===== src/rtl/bm_buf_alloc.sv =====
`default_nettype none

`ifndef BUF_PTR_NBITS
`define BUF_PTR_NBITS 4
`endif
`ifndef PORT_ID_NBITS
`define PORT_ID_NBITS 2
`endif

// +----------------------------------------------------------------------+
// | Module : bm_buf_alloc                                                |
// | Brief  : Free-list buffer allocator with per-port occupancy counts.  |
// | Rev    : 1.0                                                         |
// +----------------------------------------------------------------------+
module bm_buf_alloc #(
    parameter int BUF_PTR_NBITS = `BUF_PTR_NBITS,
    parameter int PORT_ID_NBITS = `PORT_ID_NBITS
) (
    input  logic                     clk,
    input  logic                     rst,
    input  logic                     alloc_req,
    input  logic [PORT_ID_NBITS-1:0] alloc_req_port_id,
    output logic                     alloc_ack,
    output logic                     alloc_fail,
    output logic [BUF_PTR_NBITS-1:0] alloc_buf_ptr,
    output logic [PORT_ID_NBITS-1:0] alloc_port_id,
    input  logic                     rel_buf_valid,
    input  logic [PORT_ID_NBITS-1:0] rel_buf_port_id,
    input  logic [BUF_PTR_NBITS-1:0] rel_buf_ptr,
    output logic                     init_read_count_valid,
    output logic [BUF_PTR_NBITS-1:0] init_read_count_ptr,
    output logic                     init_done,
    output logic [BUF_PTR_NBITS:0]   free_count,
    input  logic [PORT_ID_NBITS-1:0] port_cnt_port_id,
    output logic [BUF_PTR_NBITS:0]   port_cnt,
    output logic                     rel_err
);

    localparam int                     c_num_bufs  = 1 << BUF_PTR_NBITS;
    localparam int                     c_num_ports = 1 << PORT_ID_NBITS;
    localparam logic [BUF_PTR_NBITS:0] c_full      = {1'b1, {BUF_PTR_NBITS{1'b0}}};
    localparam logic [BUF_PTR_NBITS:0] c_cnt_one   = {{BUF_PTR_NBITS{1'b0}}, 1'b1};
    localparam logic [BUF_PTR_NBITS-1:0] c_ptr_one = {{(BUF_PTR_NBITS-1){1'b0}}, 1'b1};

    localparam logic [0:0] c_st_init = 1'b0;
    localparam logic [0:0] c_st_run  = 1'b1;

    logic [0:0]               r_state;
    logic [0:0]               w_state_nxt;
    logic [BUF_PTR_NBITS-1:0] r_init_cnt;
    logic [BUF_PTR_NBITS-1:0] r_head;
    logic [BUF_PTR_NBITS-1:0] r_tail;
    logic [BUF_PTR_NBITS:0]   r_port_cnt [c_num_ports];
    logic [BUF_PTR_NBITS-1:0] r_mem [c_num_bufs];
    logic [BUF_PTR_NBITS-1:0] r_rd_data;
    logic                     r_s1_valid;
    logic                     r_s1_fail;
    logic [PORT_ID_NBITS-1:0] r_s1_port;

    logic                     w_run;
    logic                     w_alloc_ok;
    logic                     w_rel_ok;
    logic                     w_wr_en;
    logic [BUF_PTR_NBITS-1:0] w_wr_addr;
    logic [BUF_PTR_NBITS-1:0] w_wr_data;

    assign w_run      = (r_state == c_st_run);
    assign w_alloc_ok = w_run && alloc_req && (free_count != '0);
    assign w_rel_ok   = w_run && rel_buf_valid && (free_count != c_full) &&
                        (r_port_cnt[rel_buf_port_id] != '0);

    // The RAM write port is shared by list initialisation and releases.
    assign w_wr_en   = !w_run || w_rel_ok;
    assign w_wr_addr = w_run ? r_tail : r_init_cnt;
    assign w_wr_data = w_run ? rel_buf_ptr : r_init_cnt;

    always_ff @(posedge clk) begin
        if (rst) begin
            r_state <= c_st_init;
        end else begin
            r_state <= w_state_nxt;
        end
    end

    always_comb begin
        w_state_nxt = r_state;
        if (r_state == c_st_init && r_init_cnt == '1) begin
            w_state_nxt = c_st_run;
        end
    end

    // Same-edge write to the head slot is forwarded so a read never sees stale data.
    always_ff @(posedge clk) begin
        if (!rst && w_wr_en) begin
            r_mem[w_wr_addr] <= w_wr_data;
        end
        r_rd_data <= (w_rel_ok && r_tail == r_head) ? rel_buf_ptr : r_mem[r_head];
    end

    always_ff @(posedge clk) begin
        if (rst) begin
            r_init_cnt            <= '0;
            r_head                <= '0;
            r_tail                <= '0;
            r_s1_valid            <= 1'b0;
            r_s1_fail             <= 1'b0;
            r_s1_port             <= '0;
            alloc_ack             <= 1'b0;
            alloc_fail            <= 1'b0;
            alloc_buf_ptr         <= '0;
            alloc_port_id         <= '0;
            init_read_count_valid <= 1'b0;
            init_read_count_ptr   <= '0;
            init_done             <= 1'b0;
            free_count            <= '0;
            port_cnt              <= '0;
            rel_err               <= 1'b0;
        end else begin
            if (!w_run) begin
                r_init_cnt            <= r_init_cnt + c_ptr_one;
                init_read_count_valid <= 1'b1;
                init_read_count_ptr   <= r_init_cnt;
                free_count            <= free_count + c_cnt_one;
            end else begin
                init_read_count_valid <= 1'b0;
                init_done             <= 1'b1;
                if (w_alloc_ok) begin
                    r_head <= r_head + c_ptr_one;
                end
                if (w_rel_ok) begin
                    r_tail <= r_tail + c_ptr_one;
                end
                case ({w_alloc_ok, w_rel_ok})
                    2'b10:   free_count <= free_count - c_cnt_one;
                    2'b01:   free_count <= free_count + c_cnt_one;
                    default: free_count <= free_count;
                endcase
            end
            r_s1_valid    <= alloc_req;
            r_s1_fail     <= alloc_req && !w_alloc_ok;
            r_s1_port     <= alloc_req_port_id;
            alloc_ack     <= r_s1_valid;
            alloc_fail    <= r_s1_fail;
            alloc_buf_ptr <= r_rd_data;
            alloc_port_id <= r_s1_port;
            rel_err       <= rel_buf_valid && !w_rel_ok;
            port_cnt      <= r_port_cnt[port_cnt_port_id];
        end
    end

    generate
        for (genvar p = 0; p < c_num_ports; p++) begin : g_port
            logic w_inc;
            logic w_dec;
            assign w_inc = w_alloc_ok && (alloc_req_port_id == PORT_ID_NBITS'(p));
            assign w_dec = w_rel_ok && (rel_buf_port_id == PORT_ID_NBITS'(p));

            always_ff @(posedge clk) begin
                if (rst) begin
                    r_port_cnt[p] <= '0;
                end else begin
                    case ({w_inc, w_dec})
                        2'b10:   r_port_cnt[p] <= r_port_cnt[p] + c_cnt_one;
                        2'b01:   r_port_cnt[p] <= r_port_cnt[p] - c_cnt_one;
                        default: r_port_cnt[p] <= r_port_cnt[p];
                    endcase
                end
            end
        end
    endgenerate

endmodule

`default_nettype wire

===== config.mk =====
export PLATFORM = sky130hd
export DESIGN_NAME = bm_buf_alloc
export DESIGN_NICKNAME = d
export VERILOG_FILES = /design/src/rtl/bm_buf_alloc.sv
export SDC_FILE = /design/constraint.sdc
export NUM_CORES = 1
export LEC_CHECK = 0
export CELL_PAD_IN_SITES_DETAIL_PLACEMENT = 1
export CELL_PAD_IN_SITES_GLOBAL_PLACEMENT = 2
export CORE_UTILIZATION = 39
export DETAILED_ROUTE_END_ITERATION = 10
export DONT_BUFFER_PORTS = 1
export HOLD_SLACK_MARGIN = 0.02
export MAX_ROUTING_LAYER = met4
export PLACE_DENSITY = 0.82
export SLEW_MARGIN = 20
export SYNTH_ARGS = -nofsm -noshare
export SYNTH_HDL_FRONTEND = slang
export SYNTH_SLANG_ARGS = --single-unit

===== constraint.sdc =====
create_clock -name clk -period 3.1 [get_ports clk]
set_clock_uncertainty 0.05 [all_clocks]
set_input_delay 0.31 -clock clk [delete_from_list [all_inputs] [get_ports clk]]
set_output_delay 0.31 -clock clk [all_outputs]
set_load 0.1 [all_outputs]

==> results.json, run 1 <==
{
  "status": "completed",
  "hp-class": "in2reg",
  "dr.pass1.iters": 4,
  "rsz0062_at_grt": "no",
  "post_synth.cell_area_avg_um2": 12.1,
  "tritoncts": "yes",
  "gp_congestion": 0.816,
  "async_flop_share_pct": 0,
  "initial_core_util_pct": 40.3,
  "fin_nets": 577,
  "layoutNonFillerInstCount": 765,
  "antenna_found_initial": 1,
  "dpl.hpwl_mm": 10.1,
  "grt_pass1_wl_mm": 23.4,
  "ff_latch_area_um2": 3530,
  "place_inst": 723,
  "drv_slew": 0,
  "p_clk_share_pct": 45.4,
  "rows": 45,
  "die_y_um": 128,
  "cp_slowest_stage_delay_ns": 0.37,
  "drive_gt1_share_pct": 19.1,
  "cts_buffers": 17,
  "hold_viol": 0,
  "cp.required_ns": 3.24,
  "critPathMaxFanout": 4,
  "cp.arrival_ns": 2.97,
  "viasPerCell": 5.32,
  "synthDistinctLibCells": 53,
  "synth_nets": 550,
  "post_cts_buffers": 0,
  "portBuffers": 0,
  "fin_crit_ns": 2.83,
  "routed_wl_mm": 14.6,
  "finalSetupViolations": 0,
  "cap_violations": 0,
  "power_leakage_nw": 2.64,
  "ant_nets": 0,
  "die-area_um2": 16400,
  "post-route-drc-count": 0,
  "synthesis.area_um2": 6200,
  "cts.clk_slew.worst_paths_ns": 0.06,
  "slew_headroom_pct": 33.2,
  "ys.flop_type": "edfxtp_1",
  "power.net_switching_mw": 1.16,
  "postSynthCellCount": 514,
  "grt_overflow": 0,
  "intPower_mw": 3.12,
  "htreeDepth": 4,
  "max-clock-path-buffers": 2,
  "critPathSlowestCell": "or3b_1",
  "p_sw_share_pct": 27.1,
  "num_vias": 4072,
  "worst_pin_slew_ns": 1.00,
  "vdd_drop_max_mv": 0.382,
  "fillCellCount": 1612,
  "coreArea_um2": 15400,
  "grt_pass1_vias": 4321,
  "fin_crit_sh_pct": 91.3,
  "antenna_cells": 0,
  "clock_sinks": 134,
  "fin_hold_ws_ns": 0.0647,
  "tns_ns": 0,
  "ys_warn_count": 0,
  "worstPathCellList": "inv_2, ha_1, or3b_1, o211ai_1, nor2_1, nand2_1, ha_2, nand2b_1, xnor2_1, ha_2, nand2_1, a21oi_1, a21oi_1, xnor2_1, nor2_1",
  "wire_per_inst_um": 19.1,
  "seqPwrFrac_pct": 48.6,
  "initialDrtViolationCount": 228,
  "multi_input_area_um2": 2480,
  "max_freq_mhz": 353,
  "grtUsageTotal_pct": 20.0,
  "ctsRootBufferMaster": "clkbuf_16",
  "grt_max_degree": 50,
  "synth_seq_cells": 134,
  "yosysSeqAreaShare_pct": 56.8,
  "io_pins": 39,
  "power_density_nw_per_um2": 592,
  "critPathKind": "reg2reg",
  "die_x_um": 128,
  "crit_path_start_kind": "register",
  "insertion_delay_ns": 0.43,
  "p_comb_share_pct": 5.9,
  "synth_edf_count": 84,
  "worstSetupEndpointType": "register",
  "area_delta_synth_final_pct": 16.8
}
-- registers in the layout (all words and copies together), names as in the netlist, 5 cells and up, named ones only --
| name | count |
|---|---|
| r_port_cnt | 20 |
| free_count | 5 |
| port_cnt | 5 |
| r_mem | 64 |
-- layout make-up --
type / count / area share [%]
clock buffer: 17 / 5.88
clock inverter: 15 / 2.07
inverter: 25 / 1.30
multi-input combinational: 329 / 34.2
sequential: 134 / 48.8
tap: 211 / 3.65
timing repair buffer: 34 / 4.01
-- timing repair --
action                                 4_1_cts  5_1_grt
endpoints found under the hold margin       57        0
setup endpoints to repair                    0        4
gates resized for setup                      0        3
hold buffers                                10        0
-- metrics by stage --
| step | worst slack (ns) | power [mW] | area (µm²) | utilization, % |
|---|---|---|---|---|
| floorplan | 0.0166 | 2.29 | 6210 | - |
| CTS | 0.145 | 4.32 | 7230 | 47.0 |
| global route | 0.00844 | 4.41 | 7240 | 47.1 |
| detailed placement | 0.165 | 2.35 | 6540 | 42.6 |
| global placement | 0.264 | 2.34 | 6540 | 42.6 |
| finish | 0.269 | 4.28 | 7240 | 47.1 |
-- critical path, delay by kind of cell, from the launching register on --
kind,cells,cell delay [ns]
and+or+nand+nor,6,0.71
adders and majority gates,3,0.58
AOI/OAI and AO/OA,3,0.52
DFF,1,0.34
xor gates and xnor gates,2,0.31
buffers and inverters,1,0.07
-- worst paths after layout --
check / start / end / slack, ns / depth (start not counted)
setup / recovery: free_count[0] / r_port_cnt[2][4] / 0.27 / 15
hold / removal: rst / free_count[4] / 0.06 / 2
setup reg to reg: free_count[0] / r_port_cnt[2][4] / 0.27 / 15
hold reg to reg: r_rd_data[1] / alloc_buf_ptr[1] / 0.40 / 1
-- kinds of logic after synthesis --
family	count (synthesis)	synth area share, %
DFF	134	56.8
adders and majority gates	22	4.44
xor gates and xnor gates	23	3.25
and+or+nand+nor	184	14.0
AOI/OAI and AO/OA	64	6.94
muxes	36	11.2
buffers and inverters	51	3.29
-- cells in the mapped netlist, types with 6 or more instances --
cell type	n	area share, %
nor2_1	64	3.9
nor2b_1	24	2.4
inv_1	25	1.5
xnor2_1	11	1.6
a21oi_1	20	1.6
buf_2	6	0.48
xor2_1	12	1.7
clkbuf_1	14	0.85
nand2b_1	8	0.81
ha_1	22	4.4
nor3_1	15	1.2
o21ai_0	8	0.65
dfxtp_1	50	16
nand2_1	44	2.7
edfxtp_1	84	41
nand3_1	9	0.73
mux4_2	25	9.1
-- placed cells by master, fill, tap and decap left out, drive strengths merged, types with 3 or more instances in the layout --
cell and count:
nand4 4, mux2 7, mux4 25, a21oi 20, a221oi 6, clkbuf 17
xnor2 11, a31oi 4, nor2b 24, a22oi 3, buf 25, nor3 16
o21ai 11, nor2 65, dfxtp 50, clkinv 3, nor3b 3, xor2 12
o21bai 4, edfxtp 84, nand2b 8, nand2 44, dlygate4sd3 9, nand3 9
ha 22, inv 36, mux2i 4
-- power by group through the flow --
| stage | Clock, mW | Sequential, mW | Combinational (mW) |
|---|---|---|---|
| 6_report | 1.95 | 2.08 | 0.254 |
| 5_1_grt | 2.04 | 2.09 | 0.278 |
| 4_1_cts | 1.99 | 2.08 | 0.257 |
| 3_5_place_dp | 0 | 2.12 | 0.230 |
| 3_3_place_gp | 0 | 2.12 | 0.220 |
| 2_1_floorplan | 0 | 2.14 | 0.149 |
-- per-layer routing --
metal / vias up / track usage, % / part of all wire (%)
met3: 22 / 4.92 / 5.8
met5: - / - / 0
li1: 1908 / - / -
met1: 2037 / 23.4 / 41
met4: 0 / 8.79 / 2.0
met2: 105 / 32.7 / 51
Note: power is estimated with default switching activity, not from simulation.
==> run 2, diff against run 1 <==
- CELL_PAD_IN_SITES_DETAIL_PLACEMENT: 1 -> unset
- CELL_PAD_IN_SITES_GLOBAL_PLACEMENT: 2 -> unset
- CORE_MARGIN: unset -> 4
- CORE_UTILIZATION: 39 -> 55
- PLACE_DENSITY: 0.82 -> 0.8
==> run 2 against run 1 <==
Net effect: maximum frequency fell by 4.8%; first-iteration DRC count rose by 120%; sequential power barely moved; power fell by 4.2%; critical path type unchanged; largest cell class unchanged.
==> results.json, run 2 (synthesis gave the netlist of run 1 again) <==
{
  "status": "completed",
  "critPathTopFamily": "simple AND/OR/NAND/NOR gates",
  "grt_pass1_wl_mm": 21.6,
  "rr_worst_depth": 15,
  "grtUsageMet1_pct": 26.7,
  "routed_wl_mm": 13.4,
  "rrSetupSlack_ns": 0.13,
  "grt_overflow": 0,
  "cp.arrival_ns": 3.08,
  "area_delta_synth_final_pct": 14.4,
  "crit_path_start_kind": "register",
  "power_leakage_nw": 2.60,
  "dpl.hpwl_mm": 9.05,
  "die_y_um": 114,
  "worst_pin_slew_ns": 1.03,
  "crit_buf_inv": 1,
  "ctsRootBufferMaster": "clkbuf_16",
  "critPathMaxFanout": 7,
  "viasPerCell": 6.06,
  "die-area_um2": 13000,
  "fin_nets": 573,
  "initial_core_util_pct": 56.7,
  "clock_sinks": 134,
  "rows": 38,
  "drive_gt1_share_pct": 18.7,
  "r2r_end": "r_port_cnt[2][4]",
  "hold_depth": 1,
  "p_comb_share_pct": 6.0,
  "setup_slack_ns": 0.126,
  "slew_headroom_pct": 31.0,
  "power.net_switching_mw": 1.01,
  "gr-usage-met2_pct": 35.7,
  "coreArea_um2": 10900,
  "final_common_cell": "edfxtp_1",
  "critPathKind": "reg2reg",
  "dr.pass1.iters": 5,
  "insertion_delay_ns": 0.41,
  "cts_buffers": 17,
  "hold_viol": 0,
  "drv_slew": 0,
  "cap_violations": 0,
  "antenna_found_initial": 0,
  "fin_crit_sh_pct": 95.9,
  "post-route-drc-count": 0,
  "vdd_drop_max_mv": 0.441,
  "top_regs": "r_mem: 64 flops, r_port_cnt: 20 flops",
  "grt_max_degree": 39,
  "grt_pass1_vias": 4091,
  "largest_register": "r_mem",
  "gp_congestion": 0.908,
  "worstHoldStart": "rst",
  "cts.clk_slew.worst_paths_ns": 0.06,
  "r2r-start": "free_count[0]",
  "max_freq_mhz": 336,
  "antenna_cells": 0,
  "p_clk_share_pct": 43.2,
  "critPathSlowestCell": "or3b_1",
  "p_sw_share_pct": 24.6,
  "grt.met3_usage_pct": 6.82,
  "initialDrtViolationCount": 511,
  "final_cell_mix": "84 x edfxtp_1, 63 x nor2_1, 45 x dfxtp_1, 44 x nand2_1, 25 x mux4_2",
  "hp-class": "in2reg",
  "hold_end": "r_port_cnt[0][0]",
  "cp.required_ns": 3.21,
  "finalSetupViolations": 0,
  "portBuffers": 0,
  "worstPathCellList": "inv_2, ha_1, or3b_1, o211ai_1, nor2_1, nand2_1, ha_1, nand2b_2, xnor2_1, ha_2, nand2_1, a21oi_1, a21oi_1, xnor2_1, nor2_1",
  "worstSetupEndpointType": "register",
  "io_pins": 39,
  "cp_slowest_stage_delay_ns": 0.38,
  "largest_reg_flops": 64,
  "power_density_nw_per_um2": 578,
  "htreeDepth": 4,
  "wire_per_inst_um": 19.4,
  "fin_util_pct": 64.9,
  "ant_nets": 0,
  "grtUsageTotal_pct": 22.5,
  "num_vias": 4181,
  "max-clock-path-buffers": 2,
  "post-place-ws_ns": -0.0143,
  "seqPwrFrac_pct": 50.8,
  "grt.busiest_layer": "met2",
  "die_x_um": 114,
  "intPower_mw": 3.09,
  "tritoncts": "yes",
  "fin_crit_ns": 2.97
}
[run 2: layer usage]
| metal | up-vias | share of wire, % |
|---|---|---|
| li1 | 1896 | - |
| met1 | 2052 | 39 |
| met2 | 180 | 50 |
| met3 | 53 | 7.6 |
| met4 | 0 | 3.5 |
| met5 | - | 0 |
[run 2: worst max-delay path by stage]
| stage | from | end | slack [ns] | cells past startpoint |
|---|---|---|---|---|
| floorplan | free_count[0] | r_port_cnt[2][4] | 0.02 | 16 |
| global placement | free_count[0] | r_port_cnt[2][4] | 0.27 | 15 |
| detailed placement | free_count[0] | r_port_cnt[1][3] | -0.01 | 14 |
| CTS | free_count[0] | r_port_cnt[1][3] | 0.08 | 14 |
| global route | free_count[0] | r_port_cnt[2][4] | -0.03 | 15 |
| finish | free_count[0] | r_port_cnt[2][4] | 0.13 | 15 |
[run 2: worst reg2reg max path, delay by kind of cell (launching register included)]
family / cells / cell delay [ns]
buf+inv: 1 / 0.07
flops: 1 / 0.34
fa+ha+maj: 3 / 0.61
xor+xnor: 2 / 0.35
simple gates: 6 / 0.79
compound gates: 3 / 0.51
[run 2: stage by stage]
stage | power (mW) | hold WS (ns) | setup TNS (ns) | area, µm² | instances
final | 4.10 | 0.0396 | 0 | 7090 | 690
after global placement | 2.33 | 0.333 | 0 | 6420 | 647
after CTS | 4.12 | 0.0210 | 0 | 7060 | 689
after detailed placement | 2.34 | 0.332 | -0.0143 | 6420 | 647
after global routing | 4.24 | 0.0218 | -0.0335 | 7090 | 690
after floorplan | 2.29 | 0.364 | 0 | 6210 | 514
[run 2: power groups by stage]
stage | Clock [mW] | Sequential [mW] | Combinational [mW]
2_1_floorplan | 0 | 2.14 | 0.149
3_3_place_gp | 0 | 2.12 | 0.210
3_5_place_dp | 0 | 2.12 | 0.219
4_1_cts | 1.80 | 2.08 | 0.243
5_1_grt | 1.88 | 2.09 | 0.268
6_report | 1.77 | 2.08 | 0.247
[run 2: cell type report]
cell class / count / area (µm²)
fill: 754 / 3840
sequential: 134 / 3530
multi-input combinational: 329 / 2500
clock buffer: 20 / 447
timing repair buffer: 30 / 260
tap: 140 / 175
inverter: 25 / 93.8
clock inverter: 12 / 81.3
[run 2: timing repair]
item	4_1_cts	5_1_grt
hold buffers	10	0
buffers inserted	0	1
pin swaps	0	1
resized for setup	1	7
setup endpoints to repair	1	4
hold endpoints to repair	46	0
==> run 3, diff against run 2 <==
- SETUP_SLACK_MARGIN: unset -> 0.3
- clock period: 3.1 -> 2.7 ns (I/O delays scaled with it)
==> run 3 against run 2 <==
Net effect: the run now ends with negative setup slack left; sequential share of layout area down 5.4 points; hold slack better by 0.0044 ns; non-clock buffer count up 33; wire length up 15%; critical path type unchanged.
==> results.json, run 3 (synthesis gave the netlist of run 1 again) <==
{
  "cp.arrival_ns": 2.93,
  "area_delta_synth_final_pct": 28.6,
  "die_x_um": 114,
  "viasPerCell": 6.17,
  "coreArea_um2": 10900,
  "tritoncts": "yes",
  "p_clk_share_pct": 45.5,
  "failed_checks": "negative setup slack",
  "drive_gt1_share_pct": 35.2,
  "p_sw_share_pct": 24.2,
  "worstSetupEndpointType": "register",
  "final_common_cell": "edfxtp_1",
  "max_freq_mhz": 356,
  "largest_register": "r_mem",
  "critPathMaxFanout": 2,
  "grt_pass1_vias": 4406,
  "initialDrtViolationCount": 452,
  "cts.clk_slew.worst_paths_ns": 0.06,
  "clock_sinks": 134,
  "wire_per_inst_um": 21.4,
  "dr.pass1.iters": 7,
  "setup_slack_ns": -0.108,
  "die-area_um2": 13000,
  "p_comb_share_pct": 7.4,
  "max-clock-path-buffers": 2,
  "power.net_switching_mw": 1.22,
  "rows": 38,
  "insertion_delay_ns": 0.42,
  "grt_overflow": 0,
  "power_density_nw_per_um2": 635,
  "routed_wl_mm": 15.4,
  "fin_hold_ws_ns": 0.0440,
  "portBuffers": 0,
  "crit_path_start_kind": "register",
  "finalSetupViolations": 5,
  "worst_pin_slew_ns": 1.11,
  "num_vias": 4461,
  "cap_violations": 0,
  "antenna_found_initial": 0,
  "hp-class": "in2reg",
  "final_cell_mix": "84 x edfxtp_1, 46 x buf_4, 45 x dfxtp_1, 42 x nor2_1, 38 x nand2_1",
  "post-place-ws_ns": -0.0860,
  "drv_slew": 0,
  "cp.required_ns": 2.82,
  "fin_crit_ns": 2.81,
  "stdcell_area_um2": 7970,
  "vdd_drop_max_mv": 0.554,
  "dpl.hpwl_mm": 9.23,
  "tns_ns": -0.416,
  "htreeDepth": 4,
  "grt_max_degree": 51,
  "hold_viol": 0,
  "fin_crit_sh_pct": 104,
  "die_y_um": 114,
  "critPathKind": "reg2reg",
  "grt_pass1_wl_mm": 23.0,
  "dpl-instance-area_um2": 6760,
  "power_leakage_nw": 2.88,
  "rsz0062_at_grt": "yes",
  "fin_nets": 606,
  "ant_nets": 0,
  "io_pins": 39,
  "seqPwrFrac_pct": 47.2,
  "ctsRootBufferMaster": "clkbuf_16",
  "fin_util_pct": 72.9,
  "initial_core_util_pct": 56.7,
  "grtUsageTotal_pct": 24.0,
  "slew_headroom_pct": 25.9,
  "top_regs": "r_mem: 64 flops, r_port_cnt: 20 flops",
  "intPower_mw": 3.84,
  "status": "finished, violations left",
  "antenna_cells": 0,
  "largest_reg_flops": 64,
  "post-route-drc-count": 0,
  "gp_congestion": 0.905,
  "cts_buffers": 17
}
-- run 3: power groups by stage --
stage	combinational (mW)	sequential (mW)	clock, mW
after floorplan	0.183	2.45	0
after detailed placement	0.286	2.43	0
final	0.373	2.39	2.30
after global routing	0.398	2.39	2.42
after CTS	0.322	2.38	2.33
after global placement	0.274	2.42	0
-- run 3: critical path, stage by stage, from the launching register on --
cell and delay, ns:
dfxtp_4 0.35, inv_4 0.06, ha_4 0.13, or3b_4 0.38, o211ai_1 0.23, nor2_1 0.09
nand2_2 0.10, ha_4 0.17, nand2b_4 0.08, buf_4 0.15, inv_1 0.09, ha_1 0.28
a21oi_2 0.19, xnor2_1 0.17, nor2_1 0.06
-- run 3: layout make-up --
| class | count | area [µm²] |
|---|---|---|
| inverters | 25 | 104 |
| clock inverters | 12 | 154 |
| well taps | 140 | 175 |
| clock buffers | 20 | 437 |
| repair buffers | 63 | 536 |
| multi-input cells | 329 | 3030 |
| fillers | 604 | 2960 |
| flip-flops and latches | 134 | 3540 |
-- run 3: per-stage QoR --
stage / cells / power [mW]
finish: 723 / 5.06
detailed placement: 666 / 2.71
global route: 723 / 5.21
CTS: 715 / 5.03
floorplan: 514 / 2.64
global placement: 666 / 2.70
-- run 3: metal layers --
| metal | part of all wire (%) | up-vias | track usage (%) | routed length [µm] |
|---|---|---|---|---|
| met3 | 5.5 | 72 | 5.97 | 843 |
| met1 | 37 | 2218 | 26.1 | 5650 |
| met4 | 4.9 | 0 | 13.0 | 757 |
| met2 | 53 | 201 | 40.3 | 8200 |
| li1 | - | 1970 | - | - |
| met5 | 0 | - | - | 0 |
-- run 3: timing repair --
item | 4_1_cts | 5_1_grt
pin swaps | 18 | 17
hold buffers | 9 | 0
setup buffers | 8 | 8
cloned | 0 | 0
setup endpoints to repair | 38 | 110
resized for setup | 32 | 61
hold endpoints to repair | 58 | 0
-- run 3: path summary, 6_finish.rpt --
path              slack [ns]                to     startpoint  depth (start not counted)
setup / recovery       -0.11  r_port_cnt[2][4]  free_count[0]                         14
hold / removal          0.04     free_count[2]            rst                          2
setup reg to reg       -0.11  r_port_cnt[2][4]  free_count[0]                         14
hold reg to reg         0.39  alloc_buf_ptr[0]   r_rd_data[0]                          1
